### src/rtl/bus_decoder_pkg.sv
// Shared register-bus definitions: widths, default decoder sizing and the
// sequencer state encoding used by the decoder and the read mux.
package bus_decoder_pkg;

    localparam int REG_WIDTH       = 32;
    localparam int BUS_ADDR_WIDTH  = $clog2(REG_WIDTH);
    localparam int DEF_NUM_SLAVES  = 2;
    localparam int DEF_TIMEOUT     = 15;

    typedef enum logic [1:0] {
        ST_IDLE   = 2'd0,
        ST_ACCESS = 2'd1,
        ST_RESP   = 2'd2
    } bus_state_e;

endpackage

### src/rtl/bus_timer.sv
// Clearable up-counter with a terminal-count flag; used to bound how long
// the decoder waits in ACCESS for a slave ack.
module bus_timer #(
    parameter int W  = 4,
    parameter int TC = 14
) (
    input  logic         clk,
    input  logic         rst_n,
    input  logic         clr_i,
    input  logic         en_i,
    output logic         tc_o
);

    logic [W-1:0] cnt_q;

    always_ff @(posedge clk or negedge rst_n) begin
        if (!rst_n) begin
            cnt_q <= '0;
        end else if (clr_i) begin
            cnt_q <= '0;
        end else if (en_i) begin
            cnt_q <= cnt_q + 1'b1;
        end
    end

    assign tc_o = (cnt_q == W'(TC));

endmodule

### src/rtl/bus_decoder.sv
// Register-bus initiator: decodes the slave index, drives one-hot select and
// latched address/data, waits for the selected ack or a timeout, responds.
module bus_decoder
    import bus_decoder_pkg::*;
#(
    parameter int DATA_WIDTH = REG_WIDTH,
    parameter int ADDR_WIDTH = BUS_ADDR_WIDTH,
    parameter int NUM_SLAVES = DEF_NUM_SLAVES,
    parameter int TIMEOUT    = DEF_TIMEOUT
) (
    input  logic                  clk,
    input  logic                  rst_n,
    input  logic                  m_req,
    input  logic                  m_we,
    input  logic [ADDR_WIDTH-1:0] m_addr,
    input  logic [DATA_WIDTH-1:0] m_wdata,
    output logic                  m_ack,
    output logic                  m_err,
    output logic [NUM_SLAVES-1:0] s_sel,
    output logic                  s_we,
    output logic [ADDR_WIDTH-1:0] s_addr,
    output logic [DATA_WIDTH-1:0] s_wdata,
    input  logic [NUM_SLAVES-1:0] s_ack,
    output logic [ADDR_WIDTH-1:0] rd_sel,
    output bus_state_e            dbg_state
);

    localparam int CNT_W = $clog2(TIMEOUT + 1);

    bus_state_e            state_q, state_d;
    logic                  m_ack_q, m_ack_d;
    logic                  m_err_q, m_err_d;
    logic [NUM_SLAVES-1:0] s_sel_q, s_sel_d;
    logic                  s_we_q, s_we_d;
    logic [ADDR_WIDTH-1:0] s_addr_q, s_addr_d;
    logic [DATA_WIDTH-1:0] s_wdata_q, s_wdata_d;
    logic [ADDR_WIDTH-1:0] rd_sel_q, rd_sel_d;

    logic tmr_clr, tmr_en, tmr_tc;
    logic addr_ok, ack_hit;

    bus_timer #(
        .W  (CNT_W),
        .TC (TIMEOUT - 1)
    ) u_timer (
        .clk   (clk),
        .rst_n (rst_n),
        .clr_i (tmr_clr),
        .en_i  (tmr_en),
        .tc_o  (tmr_tc)
    );

    assign addr_ok = (m_addr < ADDR_WIDTH'(NUM_SLAVES));
    // s_sel_q is one-hot on the latched index, so masking filters out acks
    // from slaves that were not addressed.
    assign ack_hit = |(s_ack & s_sel_q);

    always_comb begin
        state_d   = state_q;
        m_ack_d   = 1'b0;
        m_err_d   = 1'b0;
        s_sel_d   = s_sel_q;
        s_we_d    = s_we_q;
        s_addr_d  = s_addr_q;
        s_wdata_d = s_wdata_q;
        rd_sel_d  = rd_sel_q;
        tmr_clr   = 1'b0;
        tmr_en    = 1'b0;
        case (state_q)
            ST_IDLE: begin
                if (m_req) begin
                    s_addr_d  = m_addr;
                    s_we_d    = m_we;
                    s_wdata_d = m_wdata;
                    rd_sel_d  = m_addr;
                    if (addr_ok) begin
                        s_sel_d = NUM_SLAVES'(1) << m_addr;
                        state_d = ST_ACCESS;
                    end else begin
                        s_sel_d = '0;
                        m_ack_d = 1'b1;
                        m_err_d = 1'b1;
                        state_d = ST_RESP;
                    end
                end
            end
            ST_ACCESS: begin
                tmr_en = 1'b1;
                if (ack_hit || tmr_tc) begin
                    s_sel_d = '0;
                    s_we_d  = 1'b0;
                    m_ack_d = 1'b1;
                    m_err_d = !ack_hit;
                    state_d = ST_RESP;
                end
            end
            ST_RESP: begin
                tmr_clr = 1'b1;
                state_d = ST_IDLE;
            end
            default: begin
                tmr_clr   = 1'b1;
                s_sel_d   = '0;
                s_we_d    = 1'b0;
                s_addr_d  = '0;
                s_wdata_d = '0;
                rd_sel_d  = '0;
                state_d   = ST_IDLE;
            end
        endcase
    end

    always_ff @(posedge clk or negedge rst_n) begin
        if (!rst_n) begin
            state_q   <= ST_IDLE;
            m_ack_q   <= 1'b0;
            m_err_q   <= 1'b0;
            s_sel_q   <= '0;
            s_we_q    <= 1'b0;
            s_addr_q  <= '0;
            s_wdata_q <= '0;
            rd_sel_q  <= '0;
        end else begin
            state_q   <= state_d;
            m_ack_q   <= m_ack_d;
            m_err_q   <= m_err_d;
            s_sel_q   <= s_sel_d;
            s_we_q    <= s_we_d;
            s_addr_q  <= s_addr_d;
            s_wdata_q <= s_wdata_d;
            rd_sel_q  <= rd_sel_d;
        end
    end

    assign m_ack     = m_ack_q;
    assign m_err     = m_err_q;
    assign s_sel     = s_sel_q;
    assign s_we      = s_we_q;
    assign s_addr    = s_addr_q;
    assign s_wdata   = s_wdata_q;
    assign rd_sel    = rd_sel_q;
    assign dbg_state = state_q;

endmodule

### config.mk
export PLATFORM = sky130hd
export DESIGN_NAME = bus_decoder
export DESIGN_NICKNAME = d
export VERILOG_FILES = /design/src/rtl/bus_decoder_pkg.sv /design/src/rtl/bus_timer.sv /design/src/rtl/bus_decoder.sv
export SDC_FILE = /design/constraint.sdc
export NUM_CORES = 1
export LEC_CHECK = 0
export CAP_MARGIN = 20
export CORE_ASPECT_RATIO = 1.4
export CORE_MARGIN = 3
export CORE_UTILIZATION = 35
export DETAILED_ROUTE_END_ITERATION = 10
export PLACE_DENSITY_LB_ADDON = 0.08
export SLEW_MARGIN = 0
export SYNTH_ARGS = -nofsm -noshare
export SYNTH_HDL_FRONTEND = slang
export SYNTH_HIERARCHICAL = 1
export SYNTH_SLANG_ARGS = --single-unit
### constraint.sdc
create_clock -name clk -period 3.1 [get_ports clk]
set_input_delay 0.62 -clock clk [delete_from_list [all_inputs] [get_ports clk]]
set_output_delay 0.62 -clock clk [all_outputs]
set_load 0.01 [all_outputs]
==> insert_results.sql, run 1 <==
INSERT INTO impl_metrics (metric_group, metric, value, unit) VALUES
('outcome', 'run_status', 'complete, no violations', ''),
('floorplanning', 'coreArea', '6250', 'µm²'),
('critical_path', 'critical_path.max_fanout', '37', ''),
('floorplanning', 'chipWidth', '74.3', 'µm'),
('floorplanning', 'top_level_ports', '92', ''),
('run', 'drv.max_cap_violation_count', '0', ''),
('detailed_routing', 'drt-met1-wl', '2.33', 'mm'),
('detailed_routing', 'top_signal_layer_used', 'met4', ''),
('layout', 'area_delta_synth_final', '43.9', '%'),
('detailed_routing', 'vias_per_cell', '5.09', ''),
('logic_synthesis', 'syn-cell-area', '2280', 'µm²'),
('detailed_routing', 'detail_route.drc_violations', '0', ''),
('timing', 'clock.fmax', '468', 'MHz'),
('clocking', 'cts_hold_buffers', '0', ''),
('detailed_routing', 'dr.pass1.iters', '4', ''),
('clocking', 'cts.reportedPaths.clkPinSlew', '0.09', 'ns'),
('critical_path', 'start_kind', 'primary input', ''),
('critical_path', 'timing_worst_setup_path_type', 'primary input to flop', ''),
('clocking', 'cts_htree_levels', '2', ''),
('layout', 'antenna_cells_inserted', '0', ''),
('floorplanning', 'floorplan.die.height', '102', 'µm'),
('power_and_ir_drop', 'seq_power_share', '0.339', ''),
('clocking', 'total_cts_buffers', '5', ''),
('place', 'port_buffers', '91', ''),
('timing', 'remaining_max_slew_budget_at_the_tightest_pin', '0.361', ''),
('layout', 'post_route_cells_drive_above_1_share', '0.116', ''),
('power_and_ir_drop', 'total_switching_power', '1.04', 'mW'),
('critical_path', 'critPathCaptureType', 'flop', ''),
('critical_path', 'critical-path-slowest-cell', 'sky130_fd_sc_hd__or2_2', ''),
('clocking', 'insertion_delay', '0.29', 'ns'),
('critical_path', 'worst_path_dominant_cell_family', 'simple AND/OR/NAND/NOR gates', ''),
('timing', 'grt_setup_unrepaired', 'no', ''),
('critical_path', 'critical_path.n_buffers_inverters', '1', ''),
('place', 'instance_area_after_placement', '3180', 'µm²'),
('clocking', 'cts-resized-gates', '0', ''),
('floorplanning', 'start_util', '0.365', ''),
('logic_synthesis', 'synth_sequential_area_ratio', '0.526', ''),
('power_and_ir_drop', 'irDropWorstVdd', '0.323', 'mV'),
('detailed_routing', 'routed_wirelength', '5.75', 'mm'),
('logic_synthesis', 'postSynthCellCount', '230', ''),
('timing', 'fin_skew', '0.00848', 'ns'),
('critical_path', 'cp_data_required_time', '3.23', 'ns'),
('timing', 'final-max-slew-violation-count', '0', ''),
('detailed_routing', 'met3_length', '365', 'µm'),
('critical_path', 'path_cells', 'clkdlybuf4s50_1 -> nor2b_4 -> or2_2 -> o21ai_0', ''),
('timing', 'post_route_setup_tns', '0', 'ns'),
('floorplanning', 'rows', '34', ''),
('hold_path', 'hold_path.class', 'primary input to asynchronous set/reset pin', ''),
('critical_path', 'timing.critical_path.arrival', '2.26', 'ns'),
('power_and_ir_drop', 'combinational_share_of_power', '0.503', ''),
('global_routing', 'grt_antenna_before_repair', '0', ''),
('global_routing', 'grt.total_usage', '0.154', ''),
('power_and_ir_drop', 'power_density', '843', 'nW/µm²'),
('logic_synthesis', 'postSynthRegisterBits', '48', ''),
('logic_synthesis', 'postSynthNetCount', '278', ''),
('timing', 'final-hold-violation-count', '0', ''),
('logic_synthesis', 'synth-warning-count', '6', ''),
('detailed_routing', 'via_count', '1951', ''),
('power_and_ir_drop', 'cell_int_power', '1.73', 'mW'),
('timing', 'final.min_clock_period', '2.14', 'ns'),
('global_routing', 'grt_start_max_net_pins', '43', ''),
('clocking', 'max-clock-path-buffers', '2', ''),
('layout', 'layout.nets', '358', ''),
('detailed_routing', 'post_drt_wl_per_cell', '15.0', 'µm'),
('detailed_routing', 'antenna_violating_nets_post_route', '0', ''),
('timing', 'setup_viol', '0', ''),
('power_and_ir_drop', 'clock_network_fraction_of_total_power', '0.158', ''),
('detailed_routing', 'first_iter_violations', '152', ''),
('layout', 'final_area', '3290', 'µm²'),
('power_and_ir_drop', 'finalPower', '2.77', 'mW'),
('clocking', 'ctsRootBufferMaster', 'sky130_fd_sc_hd__clkbuf_8', '');
[cells by family (layout without fill, tap and decap cells)]
| kind of cell | after synthesis | after routing | synth area share |
|---|---|---|---|
| simple gates | 57 | 57 | 0.113 |
| fa+ha+maj | 5 | 5 | 0.0274 |
| xor+xnor | 1 | 1 | 0.00384 |
| compound gates | 91 | 91 | 0.252 |
| buf+inv | 27 | 108 | 0.0712 |
| flops | 48 | 48 | 0.526 |
| mux | 1 | 1 | 0.00657 |
[placed cells by master (no fill, tap or decap), drive strengths merged]
master and n:
clkdlybuf4s50 90, o21ai 76, dfrtp 48, nand2 41
clkbuf 6, inv 5, ha 5, buf 5
nor2 3, a21oi 3, nor2b 3, and3 2
a21o 2, a32o 2, nor4 1, a22oi 1
nand3 1, a221o 1, a22o 1, or2 1
a21boi 1, o2bb2a 1, a211o 1, nand4b 1
o211ai 1, clkinv 1, bufinv 1, nand4 1
mux2 1, or2b 1, nand2b 1, xnor2 1
a21bo 1, nand3b 1
[state kept, by name (all words and copies together), names as in the netlist]
| register | count |
|---|---|
| rd_sel | 5 |
| m_ack | 1 |
| s_sel | 2 |
| s_wdata | 32 |
| dbg_state | 2 |
| m_err | 1 |
| s_we | 1 |
| u_timer/cnt_q | 4 |
[cell type report]
type,count,area [µm²]
Sequential cell,48,1200
Clock inverter,2,35.0
Timing Repair Buffer,95,948
Clock buffer,6,72.6
Inverter,5,18.8
Fill cell,617,2970
Multi-Input combinational cell,155,920
Tap cell,72,90.1
[Yosys cell counts]
cell type / number / area [µm²]
sky130_fd_sc_hd__a32o_1: 2 / 20.0
sky130_fd_sc_hd__a211o_1: 1 / 8.76
sky130_fd_sc_hd__or2_1: 1 / 6.26
sky130_fd_sc_hd__nand4b_1: 1 / 8.76
sky130_fd_sc_hd__o211ai_1: 1 / 7.51
sky130_fd_sc_hd__nor2b_4: 1 / 13.8
sky130_fd_sc_hd__a21oi_1: 3 / 15.0
sky130_fd_sc_hd__xnor2_1: 1 / 8.76
sky130_fd_sc_hd__nand3_1: 1 / 5.00
sky130_fd_sc_hd__or2b_1: 1 / 7.51
sky130_fd_sc_hd__o2bb2a_1: 1 / 10.0
sky130_fd_sc_hd__a22o_1: 1 / 8.76
sky130_fd_sc_hd__a21bo_2: 1 / 10.0
sky130_fd_sc_hd__nand2_1: 41 / 154
sky130_fd_sc_hd__inv_1: 5 / 18.8
sky130_fd_sc_hd__ha_1: 5 / 62.6
sky130_fd_sc_hd__a221o_1: 1 / 10.0
sky130_fd_sc_hd__dfrtp_1: 48 / 1200
sky130_fd_sc_hd__buf_2: 1 / 5.00
sky130_fd_sc_hd__nor4_1: 1 / 6.26
sky130_fd_sc_hd__mux2_4: 1 / 15.0
sky130_fd_sc_hd__nand4_1: 1 / 6.26
sky130_fd_sc_hd__clkbuf_1: 10 / 37.5
sky130_fd_sc_hd__nand3b_1: 1 / 7.51
sky130_fd_sc_hd__o21ai_0: 46 / 230
sky130_fd_sc_hd__o21ai_2: 20 / 175
sky130_fd_sc_hd__nand2b_1: 1 / 6.26
sky130_fd_sc_hd__and3_1: 2 / 12.5
sky130_fd_sc_hd__buf_4: 6 / 45.0
sky130_fd_sc_hd__buf_6: 5 / 56.3
sky130_fd_sc_hd__a21boi_0: 1 / 7.51
sky130_fd_sc_hd__a22oi_1: 1 / 7.51
sky130_fd_sc_hd__a21o_1: 2 / 15.0
sky130_fd_sc_hd__nor2b_1: 2 / 12.5
sky130_fd_sc_hd__o21ai_1: 10 / 50.1
sky130_fd_sc_hd__nor2_1: 3 / 11.3
[metrics by stage]
stage / std cells / setup slack, ns / hold slack [ns] / utilization
finish: 383 / 0.965 / 0.331 / 0.525
global route: 383 / 0.839 / 0.355 / 0.525
CTS: 383 / 0.924 / 0.344 / 0.525
detailed placement: 375 / 0.601 / 0.505 / 0.508
global placement: 374 / 0.665 / 0.489 / 0.505
floorplan: 230 / 1.45 / 0.324 / -
[power by group through the flow]
stage	Combinational, mW	Clock (mW)	Sequential (mW)
final	1.39	0.439	0.939
after global routing	1.52	0.482	0.969
after CTS	1.42	0.459	0.945
after detailed placement	1.42	0	0.957
after global placement	1.40	0	0.951
after floorplan	0.741	0	1.04
[final timing paths]
kind	from	end	slack, ns	depth (start not counted)
min in group clk	s_wdata[14]	s_wdata[14]	0.52	2
min	rst_n	s_wdata[5]	0.33	1
max reg2reg	dbg_state[0]	rd_sel[1]	1.14	5
max in group asynchronous	rst_n	s_wdata[9]	2.23	2
max	m_req	rd_sel[1]	0.96	4
min reg2reg	s_wdata[14]	s_wdata[14]	0.52	2
[routing by layer]
layer / GRT usage / vias up
met1: 0.194 / 929
li1: - / 951
met2: 0.261 / 65
met5: 0 / -
met4: 0.0452 / 0
met3: 0.0357 / 6
Note: power is estimated with default switching activity, not from simulation.
==> run 2, diff against run 1 <==
==> constraint.sdc (replaced) <==
create_clock -name clk -period 2 [get_ports clk]
set_input_delay 0.4 -clock clk [delete_from_list [all_inputs] [get_ports clk]]
set_output_delay 0.4 -clock clk [all_outputs]
set_load 0.01 [all_outputs]
==> run 2 against run 1 <==
  * Clock-buffer cell count is the same
  * Final cell count increased by 1.3%
  * Register-to-register slack worse by 0.90 ns
  * Non-clock buffer count is 5 higher
  * Via count down 0.15%
==> insert_results.sql, run 2 (synthesized netlist as in run 1, its figures left out) <==
INSERT INTO impl_metrics (metric_group, metric, value, unit) VALUES
('critical_path', 'start_kind', 'flop', ''),
('hold_path', 'hold_path.class', 'primary input to asynchronous set/reset pin', ''),
('critical_path', 'timing.critical_path.arrival', '1.93', 'ns'),
('detailed_routing', 'top_signal_layer_used', 'met4', ''),
('timing', 'layout_worst_path_cycle_share', '0.881', ''),
('floorplanning', 'rows', '34', ''),
('timing', 'setup_viol', '0', ''),
('detailed_routing', 'met3_length', '288', 'µm'),
('clocking', 'cts_sinks', '48', ''),
('clocking', 'total_cts_buffers', '5', ''),
('clocking', 'cts.reportedPaths.clkPinSlew', '0.09', 'ns'),
('clocking', 'cts-resized-gates', '0', ''),
('power_and_ir_drop', 'power_density', '1290', 'nW/µm²'),
('layout', 'largest_register_ffs', '32', ''),
('clocking', 'insertion_delay', '0.29', 'ns'),
('place', 'placement_setup_slack', '0.0565', 'ns'),
('detailed_routing', 'detail_route_met2_wl', '2.99', 'mm'),
('timing', 'post_route_setup_tns', '0', 'ns'),
('global_routing', 'aggregate_global_routing_overflow', '0', ''),
('critical_path', 'critical_path.max_fanout', '29', ''),
('floorplanning', 'start_util', '0.365', ''),
('layout', 'n_fill_cell', '605', ''),
('place', 'port_buffers', '91', ''),
('critical_path', 'critical-path-slowest-cell', 'sky130_fd_sc_hd__dfrtp_1', ''),
('critical_path', 'critPathCaptureType', 'flop', ''),
('layout', 'area.sequential', '1200', 'µm²'),
('layout', 'post_route_cells_drive_above_1_share', '0.133', ''),
('detailed_routing', 'routed_wirelength', '5.74', 'mm'),
('place', 'dp_hpwl', '3.99', 'mm'),
('clocking', 'cts.repair_timing.setup_buffer_count', '0', ''),
('place', 'instance_area_after_placement', '3220', 'µm²'),
('floorplanning', 'coreArea', '6250', 'µm²'),
('detailed_routing', 'dr.pass1.iters', '4', ''),
('power_and_ir_drop', 'finalPower', '4.27', 'mW'),
('layout', 'layoutNonFillerInstCount', '388', ''),
('layout', 'mostFrequentLayoutCells', 'sky130_fd_sc_hd__clkdlybuf4s50_1 (90), sky130_fd_sc_hd__dfrtp_1 (48), sky130_fd_sc_hd__o21ai_0 (46)', ''),
('outcome', 'run_status', 'complete, no violations', ''),
('clocking', 'max-clock-path-buffers', '2', ''),
('detailed_routing', 'vias_per_cell', '5.02', ''),
('detailed_routing', 'antenna_violating_nets_post_route', '0', ''),
('power_and_ir_drop', 'irDropWorstVdd', '0.700', 'mV'),
('timing', 'final-max-slew-violation-count', '0', ''),
('timing', 'clock.fmax', '568', 'MHz'),
('critical_path', 'worst_r2r_endpoint', 'rd_sel[0]', ''),
('timing', 'fin_skew', '0.00287', 'ns'),
('clocking', 'cts_hold_buffers', '0', ''),
('layout', 'layout.nets', '363', ''),
('critical_path', 'path_cells', 'inv_1 -> ha_1 -> nor2b_4 -> or2_2 -> buf_12 -> o21ai_0', ''),
('detailed_routing', 'drt-met1-wl', '2.41', 'mm'),
('critical_path', 'timing_worst_setup_path_type', 'flop to flop', ''),
('global_routing', 'grt_antenna_before_repair', '0', ''),
('floorplanning', 'chipWidth', '74.3', 'µm'),
('timing', 'worstMarginPinSlew', '0.619', 'ns'),
('critical_path', 'setup_slack_of_the_most_critical_reg_to_reg_path', '0.24', 'ns'),
('clocking', 'tritoncts_clock_tree', 'built', ''),
('global_routing', 'grt_pass1_wl', '9.33', 'mm'),
('layout', 'final_common_cell', 'sky130_fd_sc_hd__clkdlybuf4s50_1', ''),
('global_routing', 'grt.total_usage', '0.158', ''),
('detailed_routing', 'detail_route.drc_violations', '0', ''),
('critical_path', 'cp_data_required_time', '2.17', 'ns'),
('timing', 'postLayoutSetupSlackWorst', '0.238', 'ns'),
('place', 'place_inst', '380', ''),
('power_and_ir_drop', 'p_leak', '1.43', 'nW'),
('layout', 'final_area', '3310', 'µm²'),
('global_routing', 'vias_in_the_first_global_route', '1938', ''),
('floorplanning', 'floorplan.die.height', '102', 'µm'),
('timing', 'final.min_clock_period', '1.76', 'ns'),
('critical_path', 'slowest_delay', '0.42', 'ns'),
('floorplanning', 'fp.dieArea', '7540', 'µm²'),
('layout', 'area_delta_synth_final', '44.9', '%'),
('layout', 'final_util', '0.529', ''),
('detailed_routing', 'first_iter_violations', '64', ''),
('detailed_routing', 'post_drt_wl_per_cell', '14.8', 'µm'),
('floorplanning', 'top_level_ports', '92', ''),
('critical_path', 'timing.rr.start', 'dbg_state[0]', ''),
('detailed_routing', 'via_count', '1948', ''),
('run', 'drv.max_cap_violation_count', '0', ''),
('timing', 'grt_setup_unrepaired', 'no', ''),
('timing', 'final-hold-violation-count', '0', ''),
('clocking', 'cts_htree_levels', '2', ''),
('clocking', 'ctsRootBufferMaster', 'sky130_fd_sc_hd__clkbuf_8', ''),
('global_routing', 'grt_start_max_net_pins', '49', ''),
('critical_path', 'rr_worst_depth', '6', ''),
('layout', 'antenna_cells_inserted', '0', ''),
('timing', 'remaining_max_slew_budget_at_the_tightest_pin', '0.587', ''),
('layout', 'multi_input_comb_area', '920', 'µm²'),
('place', 'place_congestion', '0.740', ''),
('timing', 'hold_ws', '0.191', 'ns');
## run 2: final cells by class
class | count | area share
Clock inverter | 2 | 0.00303
Clock buffer | 6 | 0.0250
Sequential cell | 48 | 0.363
Timing Repair Buffer | 100 | 0.298
Inverter | 5 | 0.00567
Tap cell | 72 | 0.0272
Multi-Input combinational cell | 155 | 0.278
## run 2: per-layer routing
metal / vias up / global-route usage
li1: 956 / -
met3: 6 / 0.0298
met2: 50 / 0.277
met5: - / 0
met4: 0 / 0.0466
met1: 936 / 0.197
## run 2: critical path, delay by kind of cell (launching register included)
family / cells / cell delay, ns
adders and majority gates: 1 / 0.21
buffers and inverters: 2 / 0.29
DFF: 1 / 0.42
AOI/OAI and AO/OA: 1 / 0.12
and+or+nand+nor: 2 / 0.60
## run 2: where the power goes
part | internal [mW] | switching [mW]
clock network | 0.276 | 0.317
registers | 1.29 | 0.162
logic | 1.08 | 1.14
total | 2.65 | 1.62
## run 2: worst max-delay path by stage
stage                             from          endpoint  slack [ns]  cells past startpoint
final                     dbg_state[0]         rd_sel[0]        0.24                      6
after global routing      dbg_state[0]        s_wdata[1]        0.05                      6
after CTS                 dbg_state[0]        s_wdata[1]        0.20                      6
after detailed placement         m_req        s_wdata[1]        0.06                      5
after global placement           m_req         rd_sel[2]         0.1                      5
after floorplan           dbg_state[0]  u_timer/cnt_q[3]        0.35                      7
==> run 3, diff against run 2 <==
--- a/config.mk
+++ b/config.mk
@@ -14,5 +14,4 @@
 export SLEW_MARGIN = 0
 export SYNTH_ARGS = -nofsm -noshare
 export SYNTH_HDL_FRONTEND = slang
-export SYNTH_HIERARCHICAL = 1
 export SYNTH_SLANG_ARGS = --single-unit
==> run 3 against run 2 <==
  * Flip-flop and latch count unchanged
  * Die area down 3.1%
  * Global-route usage up 0.67 points
  * Synthesized cell count up 0.43%
  * Setup slack worse by 0.034 ns
  * Largest power group unchanged
  * Final cell count down 1.0%
  * Core utilization up 1.1 points
  * Final area down 2.2%
  * Register-to-register slack worse by 0.03 ns
  * Power up 0.68%
==> insert_results.sql, run 3 <==
INSERT INTO impl_metrics (metric_group, metric, value, unit) VALUES
('outcome', 'run_status', 'complete, no violations', ''),
('logic_synthesis', 'synth_top_family_by_area', 'compound AO/OA/AOI/OAI gates', ''),
('detailed_routing', 'first_iter_violations', '81', ''),
('global_routing', 'grt.total_usage', '0.165', ''),
('logic_synthesis', 'syn-cell-area', '2210', 'µm²'),
('clocking', 'cts_hold_buffers', '0', ''),
('logic_synthesis', 'arithmetic_cell_share_of_the_synthesized_area_counting_full_adders_half_adders_and_majority_gates', '0.0340', ''),
('layout', 'layout.nets', '362', ''),
('detailed_routing', 'detail_route.drc_violations', '0', ''),
('clocking', 'cts-resized-gates', '0', ''),
('floorplanning', 'chipWidth', '73.1', 'µm'),
('power_and_ir_drop', 'p_leak', '1.37', 'nW'),
('logic_synthesis', 'synth.most_common_cell', 'sky130_fd_sc_hd__dfrtp_1', ''),
('clocking', 'total_cts_buffers', '5', ''),
('floorplanning', 'fp.dieArea', '7310', 'µm²'),
('layout', 'largest_register_ffs', '32', ''),
('run', 'drv.max_cap_violation_count', '0', ''),
('logic_synthesis', 'synth_async_sr_flop_share', '1.00', ''),
('clocking', 'tritoncts_clock_tree', 'built', ''),
('critical_path', 'timing.critical_path.arrival', '1.98', 'ns'),
('layout', 'area_delta_synth_final', '46.6', '%'),
('timing', 'post_route_setup_tns', '0', 'ns'),
('layout', 'mostFrequentLayoutCells', 'sky130_fd_sc_hd__clkdlybuf4s50_1 (90), sky130_fd_sc_hd__dfrtp_1 (48), sky130_fd_sc_hd__o21ai_0 (42)', ''),
('clocking', 'insertion_delay', '0.30', 'ns'),
('logic_synthesis', 'netlist.top_cell.by_area', 'sky130_fd_sc_hd__dfrtp_1', ''),
('layout', 'layoutNonFillerInstCount', '384', ''),
('logic_synthesis', 'synth-edff-count', '0', ''),
('critical_path', 'worst_r2r_endpoint', 's_wdata[27]', ''),
('place', 'dp_hpwl', '4.05', 'mm'),
('global_routing', 'vias_in_the_first_global_route', '2030', ''),
('layout', 'n_fill_cell', '576', ''),
('logic_synthesis', 'post-synth-top-area-fraction', '0.544', ''),
('timing', 'grt_setup_unrepaired', 'no', ''),
('timing', 'setup_viol', '0', ''),
('timing', 'final-max-slew-violation-count', '0', ''),
('layout', 'antenna_cells_inserted', '0', ''),
('floorplanning', 'floorplan.die.height', '100', 'µm'),
('floorplanning', 'top_level_ports', '92', ''),
('logic_synthesis', 'synth_sequential_area_ratio', '0.544', ''),
('timing', 'final-hold-violation-count', '0', ''),
('clocking', 'cts_sinks', '48', ''),
('critical_path', 'timing_worst_setup_path_type', 'flop to flop', ''),
('critical_path', 'setup_slack_of_the_most_critical_reg_to_reg_path', '0.20', 'ns'),
('place', 'place_inst', '376', ''),
('critical_path', 'rr_worst_depth', '6', ''),
('global_routing', 'grt_start_max_net_pins', '38', ''),
('global_routing', 'grt_antenna_before_repair', '0', ''),
('logic_synthesis', 'synth-warning-count', '0', ''),
('logic_synthesis', 'main_flop_type_after_synthesis', 'sky130_fd_sc_hd__dfrtp_1', ''),
('place', 'place_congestion', '0.775', ''),
('clocking', 'cts.repair_timing.setup_buffer_count', '0', ''),
('detailed_routing', 'dr.pass1.iters', '4', ''),
('detailed_routing', 'routed_wirelength', '5.77', 'mm'),
('logic_synthesis', 'postSynthRegisterBits', '48', ''),
('detailed_routing', 'post_drt_wl_per_cell', '15.0', 'µm'),
('timing', 'remaining_max_slew_budget_at_the_tightest_pin', '0.595', ''),
('critical_path', 'critical_path.endpoint', 's_wdata[27]', ''),
('hold_path', 'hold_path.class', 'primary input to asynchronous set/reset pin', ''),
('logic_synthesis', 'synth_common_cells', 'sky130_fd_sc_hd__dfrtp_1 (48), sky130_fd_sc_hd__o21ai_0 (42), sky130_fd_sc_hd__nand2_1 (39)', ''),
('detailed_routing', 'vias_per_cell', '5.10', ''),
('power_and_ir_drop', 'power_density', '1330', 'nW/µm²'),
('place', 'port_buffers', '91', ''),
('layout', 'final_common_cell', 'sky130_fd_sc_hd__clkdlybuf4s50_1', ''),
('global_routing', 'aggregate_global_routing_overflow', '0', ''),
('logic_synthesis', 'simple_gate_portion_of_the_synthesized_area', '0.114', ''),
('timing', 'worstMarginPinSlew', '0.607', 'ns'),
('detailed_routing', 'via_count', '1958', ''),
('critical_path', 'start_kind', 'flop', ''),
('clocking', 'max-clock-path-buffers', '2', ''),
('layout', 'final_util', '0.540', ''),
('logic_synthesis', 'syn_avg_cell_area', '9.55', 'µm²'),
('logic_synthesis', 'compound_gate_fraction_of_synth_area', '0.232', ''),
('layout', 'post_route_cells_drive_above_1_share', '0.0541', ''),
('timing', 'fin_skew', '0.00784', 'ns'),
('clocking', 'cts.reportedPaths.clkPinSlew', '0.09', 'ns'),
('critical_path', 'cp_data_required_time', '2.18', 'ns'),
('logic_synthesis', 'postSynthNetCount', '280', ''),
('clocking', 'cts_htree_levels', '2', ''),
('floorplanning', 'rows', '33', ''),
('clocking', 'ctsRootBufferMaster', 'sky130_fd_sc_hd__clkbuf_8', ''),
('logic_synthesis', 'synthTopCellsByArea', 'sky130_fd_sc_hd__dfrtp_1 (54%), sky130_fd_sc_hd__o21ai_0 (9.5%), sky130_fd_sc_hd__o21ai_1 (7.9%), sky130_fd_sc_hd__nand2_1 (6.6%), sky130_fd_sc_hd__ha_1 (3.4%)', ''),
('logic_synthesis', 'postSynthCellCount', '231', ''),
('critical_path', 'critical_path.max_fanout', '37', ''),
('logic_synthesis', 'yosys.cell_types.count', '34', ''),
('floorplanning', 'coreArea', '5990', 'µm²'),
('critical_path', 'worstSetupStartpoint', 'dbg_state[0]', ''),
('timing', 'clock.fmax', '557', 'MHz'),
('detailed_routing', 'antenna_violating_nets_post_route', '0', ''),
('timing', 'final.min_clock_period', '1.80', 'ns'),
('logic_synthesis', 'synth.area.mux_share', '0.00510', ''),
('floorplanning', 'start_util', '0.369', ''),
('critical_path', 'timing.rr.start', 'dbg_state[0]', ''),
('power_and_ir_drop', 'irDropWorstVdd', '0.637', 'mV'),
('global_routing', 'grt_pass1_wl', '9.49', 'mm'),
('logic_synthesis', 'synth_xor_area_frac', '0', ''),
('critical_path', 'critPathCaptureType', 'flop', ''),
('timing', 'layout_worst_path_cycle_share', '0.898', '');
[run 3: changes by cell type after synthesis, moves of 3 or more]
| cell | before | now |
|---|---|---|
| sky130_fd_sc_hd__o21ai_1 | 10 | 35 |
| sky130_fd_sc_hd__o21ai_2 | 20 | 0 |
| sky130_fd_sc_hd__o21ai_0 | 46 | 42 |
| sky130_fd_sc_hd__a21oi_1 | 3 | 0 |
[run 3: worst min-delay path by stage]
stage	end	slack [ns]	from
2_1_floorplan	dbg_state[0]	0.10	rst_n
3_3_place_gp	m_ack	0.44	rst_n
3_5_place_dp	m_ack	0.45	rst_n
4_1_cts	s_wdata[17]	0.12	rst_n
5_1_grt	s_wdata[17]	0.15	rst_n
6_report	m_ack	0.11	rst_n
[run 3: through the flow]
stage          hold slack (ns)  worst slack, ns  total power, mW  instance area (µm²)
6_report                 0.109            0.204             4.30                 3240
5_1_grt                  0.155           0.0579             4.64                 3240
4_1_cts                  0.120            0.186             4.37                 3240
3_5_place_dp             0.452           0.0375             3.75                 3140
3_3_place_gp             0.444           0.0950             3.72                 3140
2_1_floorplan            0.104            0.434             2.71                 2210
[run 3: critical path, cell delays in order, from the launching register on]
cell	delay, ns
sky130_fd_sc_hd__dfrtp_1	0.41
sky130_fd_sc_hd__inv_1	0.13
sky130_fd_sc_hd__ha_1	0.20
sky130_fd_sc_hd__nor2b_4	0.40
sky130_fd_sc_hd__or2_1	0.20
sky130_fd_sc_hd__buf_12	0.20
sky130_fd_sc_hd__o21ai_0	0.11
[run 3: per-layer routing]
metal,GRT usage,vias to the layer above,routed length [µm]
li1,-,956,-
met1,0.209,933,2440
met2,0.269,63,2830
met3,0.0461,6,415
met4,0.0554,0,87
met5,0,-,0
[run 3: final cells by class]
class	count	area [µm²]	area share
clock buffer	7	86.3	0.0267
clock inverter	1	7.51	0.00232
inverter	7	26.3	0.00812
multi-input combinational	154	851	0.263
sequential	48	1200	0.371
tap	70	87.6	0.0271
timing repair buffer	97	976	0.302
[run 3: power breakdown]
part	internal [mW]	total (mW)	switching [mW]
registers	1.32	1.52	0.201
logic	1.07	2.18	1.10
clock network	0.281	0.597	0.316
[run 3: cells by family (layout without fill, tap and decap cells)]
| group | count (synthesis) | in the layout |
|---|---|---|
| AO/OA/AOI/OAI | 93 | 93 |
| flip-flops | 48 | 48 |
| AND/OR/NAND/NOR | 54 | 54 |
| adder cells (fa/ha/maj) | 6 | 6 |
| buffers and inverters | 29 | 112 |
| multiplexers | 1 | 1 |
